## src/rtl/ice40_himax_frame_capture.sv

```systemverilog
// ice40_himax_frame_capture
// Camera-side capture stage for the ML sequencer. Samples 8-bit mono Himax
// pixels, crops them to an H_ACTIVE x V_ACTIVE window, and keeps only pixels
// whose x and y both have their low SUB_LOG2 bits clear. The kept pixels are
// written row-major into the ML frame buffer. After the frame is written,
// o_vid_rdy is raised. The buffer is then protected from overwrite until the
// ML engine has run, which it signals by taking i_ml_rdy low and then high.
//
// Ports:
//   clk          capture clock (camera pclk domain)
//   resetn       synchronous active-low reset
//   i_cam_vsync  frame valid
//   i_cam_hsync  line valid; a pixel is valid when vsync & hsync
//   i_cam_data   pixel byte
//   i_arm        capture enable, only acts at a frame start
//   i_ml_rdy     1 = ML engine idle/done, 0 = ML running
//   o_we         buffer write strobe
//   o_waddr      buffer write address (linear, row-major)
//   o_wdata      buffer write data
//   o_vid_rdy    frame complete in buffer, waiting for ML start
//   o_busy       state machine not idle
//   o_frame_cnt  accepted frame count, wraps at 255
//   o_err        1-clk pulse when a frame is rejected (only with HIMAX_CAP_CHECK_EN)
//
// Build option HIMAX_CAP_CHECK_EN enables the frame integrity check. When it
// is on, a frame is rejected if any line length differs from H_ACTIVE or if
// the line count differs from V_ACTIVE.

module ice40_himax_frame_capture #(
  parameter int unsigned H_ACTIVE = 324,
  parameter int unsigned V_ACTIVE = 324,
  parameter int unsigned SUB_LOG2 = 1,
  parameter int unsigned AW       = 15
) (
  input  logic          clk,
  input  logic          resetn,
  input  logic          i_cam_vsync,
  input  logic          i_cam_hsync,
  input  logic [7:0]    i_cam_data,
  input  logic          i_arm,
  input  logic          i_ml_rdy,
  output logic          o_we,
  output logic [AW-1:0] o_waddr,
  output logic [7:0]    o_wdata,
  output logic          o_vid_rdy,
  output logic          o_busy,
  output logic [7:0]    o_frame_cnt,
  output logic          o_err
);

  typedef enum logic [2:0] {
    S_IDLE    = 3'd0,
    S_WAIT_VS = 3'd1,
    S_CAP     = 3'd2,
    S_READY   = 3'd3,
    S_ML      = 3'd4
  } state_t;

  localparam logic [9:0] H_LIM    = 10'(H_ACTIVE);
  localparam logic [9:0] V_LIM    = 10'(V_ACTIVE);
  localparam logic [9:0] SUB_MASK = 10'((1 << SUB_LOG2) - 1);

  state_t          r_state;
  state_t          w_state_next;

  logic            r_vs_q, r_vs_q2, r_hs_q, r_hs_q2;
  logic [7:0]      r_d_q;
  logic [9:0]      r_x, r_y;
  logic [AW-1:0]   r_addr;
  logic            r_we;
  logic [AW-1:0]   r_waddr;
  logic [7:0]      r_wdata;
  logic [7:0]      r_frame_cnt;

  logic            w_vs_rise, w_vs_fall, w_hs_fall, w_pix, w_keep;
  logic [9:0]      w_x_inc, w_y_inc;
  logic            w_frame_bad;

  assign w_vs_rise = r_vs_q & ~r_vs_q2;
  assign w_vs_fall = ~r_vs_q & r_vs_q2;
  assign w_hs_fall = ~r_hs_q & r_hs_q2;
  assign w_pix     = r_vs_q & r_hs_q;

  assign w_x_inc = (r_x == '1) ? r_x : r_x + 10'd1;
  assign w_y_inc = (r_y == '1) ? r_y : r_y + 10'd1;

  assign w_keep = w_pix && (r_x < H_LIM) && (r_y < V_LIM) &&
                  ((r_x & SUB_MASK) == '0) && ((r_y & SUB_MASK) == '0);

`ifdef HIMAX_CAP_CHECK_EN
  logic       r_bad;
  logic       r_err;
  logic [9:0] w_y_final;

  // A line end can coincide with the frame end, so fold that line into both
  // the length check and the final line count.
  assign w_y_final   = w_hs_fall ? w_y_inc : r_y;
  assign w_frame_bad = r_bad | (w_hs_fall && (r_x != H_LIM)) | (w_y_final != V_LIM);
  assign o_err       = r_err;
`else
  assign w_frame_bad = 1'b0;
  assign o_err       = 1'b0;
`endif

  always_comb begin
    w_state_next = r_state;
    case (r_state)
      S_IDLE:    if (i_arm)      w_state_next = S_WAIT_VS;
      S_WAIT_VS: if (w_vs_rise)  w_state_next = S_CAP;
      S_CAP:     if (w_vs_fall)  w_state_next = w_frame_bad ? S_WAIT_VS : S_READY;
      S_READY:   if (!i_ml_rdy)  w_state_next = S_ML;
      S_ML:      if (i_ml_rdy)   w_state_next = i_arm ? S_WAIT_VS : S_IDLE;
      default:                   w_state_next = S_IDLE;
    endcase
  end

  always_ff @(posedge clk) begin
    if (!resetn) r_state <= S_IDLE;
    else         r_state <= w_state_next;
  end

  always_ff @(posedge clk) begin
    if (!resetn) begin
      // The vsync history starts high so that a frame already in progress
      // when reset is released cannot look like a rising edge.
      r_vs_q      <= 1'b1;
      r_vs_q2     <= 1'b1;
      r_hs_q      <= 1'b0;
      r_hs_q2     <= 1'b0;
      r_d_q       <= '0;
      r_x         <= '0;
      r_y         <= '0;
      r_addr      <= '0;
      r_we        <= 1'b0;
      r_waddr     <= '0;
      r_wdata     <= '0;
      r_frame_cnt <= '0;
`ifdef HIMAX_CAP_CHECK_EN
      r_bad       <= 1'b0;
      r_err       <= 1'b0;
`endif
    end else begin
      r_vs_q  <= i_cam_vsync;
      r_vs_q2 <= r_vs_q;
      r_hs_q  <= i_cam_hsync;
      r_hs_q2 <= r_hs_q;
      r_d_q   <= i_cam_data;
      r_we    <= 1'b0;
`ifdef HIMAX_CAP_CHECK_EN
      r_err   <= (r_state == S_CAP) && w_vs_fall && w_frame_bad;
`endif
      case (r_state)
        S_WAIT_VS: begin
          if (w_vs_rise) begin
            r_x    <= '0;
            r_y    <= '0;
            r_addr <= '0;
`ifdef HIMAX_CAP_CHECK_EN
            r_bad  <= 1'b0;
`endif
          end
        end
        S_CAP: begin
          if (w_pix) begin
            r_x <= w_x_inc;
            if (w_keep) begin
              r_we    <= 1'b1;
              r_waddr <= r_addr;
              r_wdata <= r_d_q;
              r_addr  <= r_addr + AW'(1);
            end
          end
          if (w_hs_fall) begin
            r_x <= '0;
            r_y <= w_y_inc;
`ifdef HIMAX_CAP_CHECK_EN
            if (r_x != H_LIM) r_bad <= 1'b1;
`endif
          end
          if (w_vs_fall && !w_frame_bad) r_frame_cnt <= r_frame_cnt + 8'd1;
        end
        default: ;
      endcase
    end
  end

  assign o_we        = r_we;
  assign o_waddr     = r_waddr;
  assign o_wdata     = r_wdata;
  assign o_frame_cnt = r_frame_cnt;
  assign o_vid_rdy   = (r_state == S_READY);
  assign o_busy      = (r_state != S_IDLE);

endmodule

```

## config.mk

```make
export PLATFORM = sky130hd
export DESIGN_NAME = ice40_himax_frame_capture
export DESIGN_NICKNAME = d
export VERILOG_FILES = /design/src/rtl/ice40_himax_frame_capture.sv
export SDC_FILE = /design/constraint.sdc
export NUM_CORES = 1
export LEC_CHECK = 0
export BUFFER_PORTS_ARGS = -buffer_cell sky130_fd_sc_hd__clkbuf_2
export CORE_UTILIZATION = 64
export CTS_BUF_LIST = sky130_fd_sc_hd__clkbuf_4 sky130_fd_sc_hd__clkbuf_8
export CTS_CLUSTER_SIZE = 20
export DETAILED_ROUTE_END_ITERATION = 8
export PLACE_DENSITY_LB_ADDON = 0.12
export SLEW_MARGIN = 30
export SYNTH_ARGS = -nofsm -noshare
export SYNTH_HDL_FRONTEND = slang
export SYNTH_SLANG_ARGS = --single-unit
```

## constraint.sdc

```tcl
create_clock -name clk -period 3.9 [get_ports clk]
set_clock_uncertainty 0.1 [all_clocks]
set_input_delay 0.195 -clock clk [delete_from_list [all_inputs] [get_ports clk]]
set_output_delay 0.195 -clock clk [all_outputs]
set_load 0.005 [all_outputs]
```

==> results.md <==
- In this run the core area contains 27 standard-cell rows.
- In this run the tightest slew margin relative to its limit is between 30% and 40%.
- Counting every net in the synthesized netlist gives ~460.
- Dividing total power by cell area gives a power density of around 370 nW/um2.
- The final layout contains routed wiring with a total length of just over 9000 um.
- The number of global-route vias before repair is around 3200.
- The number of antenna diodes in the final layout is 0.
- Derived from the worst setup path, the maximum achievable clock frequency is ~400 MHz.
- The worst path arrival time is 2.64 ns.
- The final critical path time including I/O delays and setup is 2.489 ns.
- The tool flagged a number of max-cap violations equal to 0.
- The final routed wire length divided by cell count is 16.36 um.
- Sorting the synthesized cells by area gives the leading types as sky130_fd_sc_hd__dfxtp_1 43%, sky130_fd_sc_hd__a21oi_1 6.6%, sky130_fd_sc_hd__nand3_1 5.5%.
- The horizontal die dimension is 79.03 um.
- The chip height is between 70 and 80 um.
- Relative to the synthesized area, the layout overhead comes to 13.97%.
- The number of pins exceeding their max-slew limit in the final report was 0.
- The number of distinct standard cells referenced by the synthesized netlist is 51.
- The kind of path behind the tightest hold check is input port to flip-flop.
- After synthesis, the mean cell area works out to 8.514 um2.
- The worst register-to-register path ends at r_y[1].
- The slack of the worst reg-to-reg path is 1.41 ns.
- Yosys mapped a number of flops with a built-in enable equal to 0.
- The fill cell instance count of the final layout is ~410.
- The clock tree from TritonCTS is built.
- The HPWL after detailed placement is roughly 5600 um.
- Entering global routing, the biggest net connects 49 pins.
- The initial cell density of the core is 67.72%.
- The worst setup path is of the flip-flop to flip-flop kind.
- The standby leakage power is roughly 1.5 nW.
- The maximum single-stage delay on the critical path is between 0.7 and 0.8 ns.
- Measured in cells, the most critical reg-to-reg path has a length of 4.
- The worst hold path passes through 3 cells.
- STA classifies the critical path endpoint as a flip-flop.
- The setup violation total in the final timing report is 0.
- Summing the sequential cell areas from Yosys gives between 40% and 50% of the chip area.
- STA classifies the critical path startpoint as a flip-flop.
- The final-stage net count is 501.
- The number of nets with antenna violations after detailed routing is 0.
- The slew of the pin with the lowest slew margin is just over 0.9 ns.
- The final estimated routing congestion in global placement is 0.8370.
- The slowest cell on the critical path is sky130_fd_sc_hd__nor4_4.
- The capturing element of the worst setup path is r_y[1].
- In this run the deepest clock path goes through 2 buffers.
- The share of cells above drive strength 1 is 15.61%.
- The post-route non-filler standard cell count is 559.
- Walking the worst path, the cells encountered are or3b_1 > nor4_4 > nor3b_1 > o21a_1.
- For this run, the share of the core covered by cells in the final layout is 77.18%.
- In the routed layout, each cell is associated on average with a via count of about 6.3.
- After routing the design area is about 4300 um2.
- The routed layout has approximately 3500 vias.
- The total area inside the core boundary comes to 5608 um2.
- The final count of hold timing violations was 0.
- The Yosys warning count is 0.
- The total global routing overflow is 0.
- The biggest area contributor in the post-synthesis netlist is sky130_fd_sc_hd__dfxtp_1.
- The number of placed I/O pins is 49.
- The first global-routing pass estimated 15100 um of wire.
- Data on the critical path is required at its endpoint by 4.05 ns.
- In this run, CTS created clock tree buffers numbering 9.
- The highest ir drop seen on vdd is between 0.0003 and 0.0004 V.
- Of the available clock period, the critical path in the final layout requires 63.82%.
- For this block, the initial DRC count from the detailed router was 238.
- The count of mapped cells out of synthesis is 446.
- Among all flip-flop cells after synthesis, the most frequent one is sky130_fd_sc_hd__dfxtp_1.
- The tree is rooted in a sky130_fd_sc_hd__clkbuf_8.
- Setup repair after global routing left no endpoint under its margin.
- The overall power of the completed layout is 1.593 mW.
- The post-synthesis instance area is 3797 um2.
- The flow ran to the end, and the final reports show no timing, DRC or antenna violations.
- Of the post-synthesis cell area, the dominant cell type holds approximately 43%.
- The number of antenna violations at the first check in global routing was 0.
- The cell total after placement is about 530.
- The clock net in this run drives a total of 82 sinks.
- The maximum fanout count along the critical path is 16.
- The startpoint identified for the worst register-to-register timing path is r_state[1].
- The pre-antenna-repair detailed-routing pass consisted of 5 iterations.
- The aggregate global-route resource usage is 30.82%.
- Of all flip-flops after synthesis, the portion carrying an async set or reset was 0%.
- The placed instances occupy a cell area of 4003 um2.
- The number of setup buffers added after CTS is 0.
- The number of gates given a new drive strength after cts is 0.
- The number of DRC violations after detailed routing is 0.
- Summed over all failing endpoints, the final setup total negative slack is 0 ns.
- The critical path starts at r_state[1].
- After synthesis the netlist holds a flip-flop and latch count of 82.
- The clock-pin slew on the worst setup and hold paths is 0.08 ns.
- The count of port buffers added during placement is 47.
- The later pin in the worst-skew pair is clocked with a latency of 0.35 ns.
- The die covers between 6000 and 7000 um2.
- The number of H-tree branching levels is 3.
-- how the worst min path moves through the flow --
stage                           start          to  slack [ns]
final                           i_arm  r_state[0]        0.01
after CTS                       i_arm  r_state[0]       0.009
after floorplan                resetn      r_vs_q        0.17
after global routing            i_arm  r_state[0]        0.05
after detailed placement  i_cam_vsync      r_vs_q        0.28
after global placement    i_cam_vsync      r_vs_q        0.29
-- sequential cells by signal (all words and copies together), names as in the netlist, 3 cells and up --
signal / count
o_waddr: 15
r_addr: 15
r_x: 10
r_y: 10
o_frame_cnt: 8
o_wdata: 8
r_d_q: 8
r_state: 3
-- cell families after synthesis --
kind of cell | share of synthesized area (%)
other cells | 0.09875
buf+inv | 4.909
xor+xnor | 1.153
simple gates | 27.71
compound gates | 19.14
fa+ha+maj | 1.318
mux | 2.438
flops | 43.23
-- worst max-delay path: cells and delay by family (launching register included) --
family / cells / cell delay [ns]
simple gates: 3 / 1.49
compound gates: 1 / 0.22
flops: 1 / 0.59
-- cell usage in the layout (no fill, tap or decap), drive strengths merged, types with 13 or more instances in the layout --
| cell type | Yosys | layout |
|---|---|---|
| nor2 | 14 | 14 |
| nand2 | 24 | 24 |
| o31ai | 14 | 14 |
| nand2b | 13 | 13 |
| a21oi | 50 | 50 |
| or4 | 15 | 15 |
| dfxtp | 82 | 82 |
| nand3 | 42 | 42 |
| o21ai | 32 | 32 |
| nand4 | 14 | 14 |
| clkbuf | 28 | 59 |
-- area by class of cell --
class	instances	area (um2)	area share [%]
Clock buffer	12	146.4	3.382
Clock inverter	3	65.06	1.503
Inverter	10	37.54	0.8673
Multi-Input combinational cell	319	1979	45.74
Sequential cell	82	1642	37.93
Tap cell	72	90.09	2.082
Timing Repair Buffer	61	367.9	8.500
-- per-stage QoR --
stage	setup WS, ns	hold WS [ns]
6_report	1.411	0.01448
4_1_cts	1.457	0.008983
2_1_floorplan	2.065	0.1680
5_1_grt	1.309	0.05487
3_5_place_dp	1.495	0.2828
3_3_place_gp	1.572	0.2857
-- report_power, final --
part	leakage [nW]	internal (mW)	total [mW]	switching (mW)
Sequential	0.664	0.845	0.855	0.00997
Clock	0.111	0.378	0.672	0.293
Combinational	0.742	0.0303	0.0665	0.0362
-- cells in the mapped netlist, types with 3 or more instances --
master,n
sky130_fd_sc_hd__and3_1,5
sky130_fd_sc_hd__nand2_1,24
sky130_fd_sc_hd__or3_1,7
sky130_fd_sc_hd__a31oi_1,9
sky130_fd_sc_hd__a21oi_1,50
sky130_fd_sc_hd__nor4_2,4
sky130_fd_sc_hd__clkbuf_1,28
sky130_fd_sc_hd__nand4_1,14
sky130_fd_sc_hd__o31ai_1,14
sky130_fd_sc_hd__nor2_1,14
sky130_fd_sc_hd__or4_1,15
sky130_fd_sc_hd__o21ai_1,11
sky130_fd_sc_hd__xnor2_1,4
sky130_fd_sc_hd__o211ai_1,4
sky130_fd_sc_hd__nor4_1,7
sky130_fd_sc_hd__ha_1,4
sky130_fd_sc_hd__inv_1,10
sky130_fd_sc_hd__nand2b_1,13
sky130_fd_sc_hd__nand3_1,42
sky130_fd_sc_hd__and2_1,12
sky130_fd_sc_hd__nor3_1,5
sky130_fd_sc_hd__dfxtp_1,82
sky130_fd_sc_hd__o21ai_0,21
sky130_fd_sc_hd__mux2i_1,7
sky130_fd_sc_hd__and4_1,3
-- what timing repair did --
| item | in CTS | in global routing |
|---|---|---|
| hold buffers | 11 | 0 |
| setup endpoints to repair | 0 | 0 |
| hold endpoints to repair | 11 | 0 |
-- per-layer routing --
| metal | wire [um] | vias to the layer above | share of wire (%) | GRT usage (%) |
|---|---|---|---|---|
| met4 | 206 | 0 | 2.3 | 14.73 |
| met5 | 0 | - | 0 | 0 |
| li1 | - | 1732 | - | - |
| met2 | 4458 | 118 | 49 | 51.90 |
| met3 | 434 | 13 | 4.7 | 4.023 |
| met1 | 4048 | 1684 | 44 | 38.88 |
(Power assumes the default switching activity.)
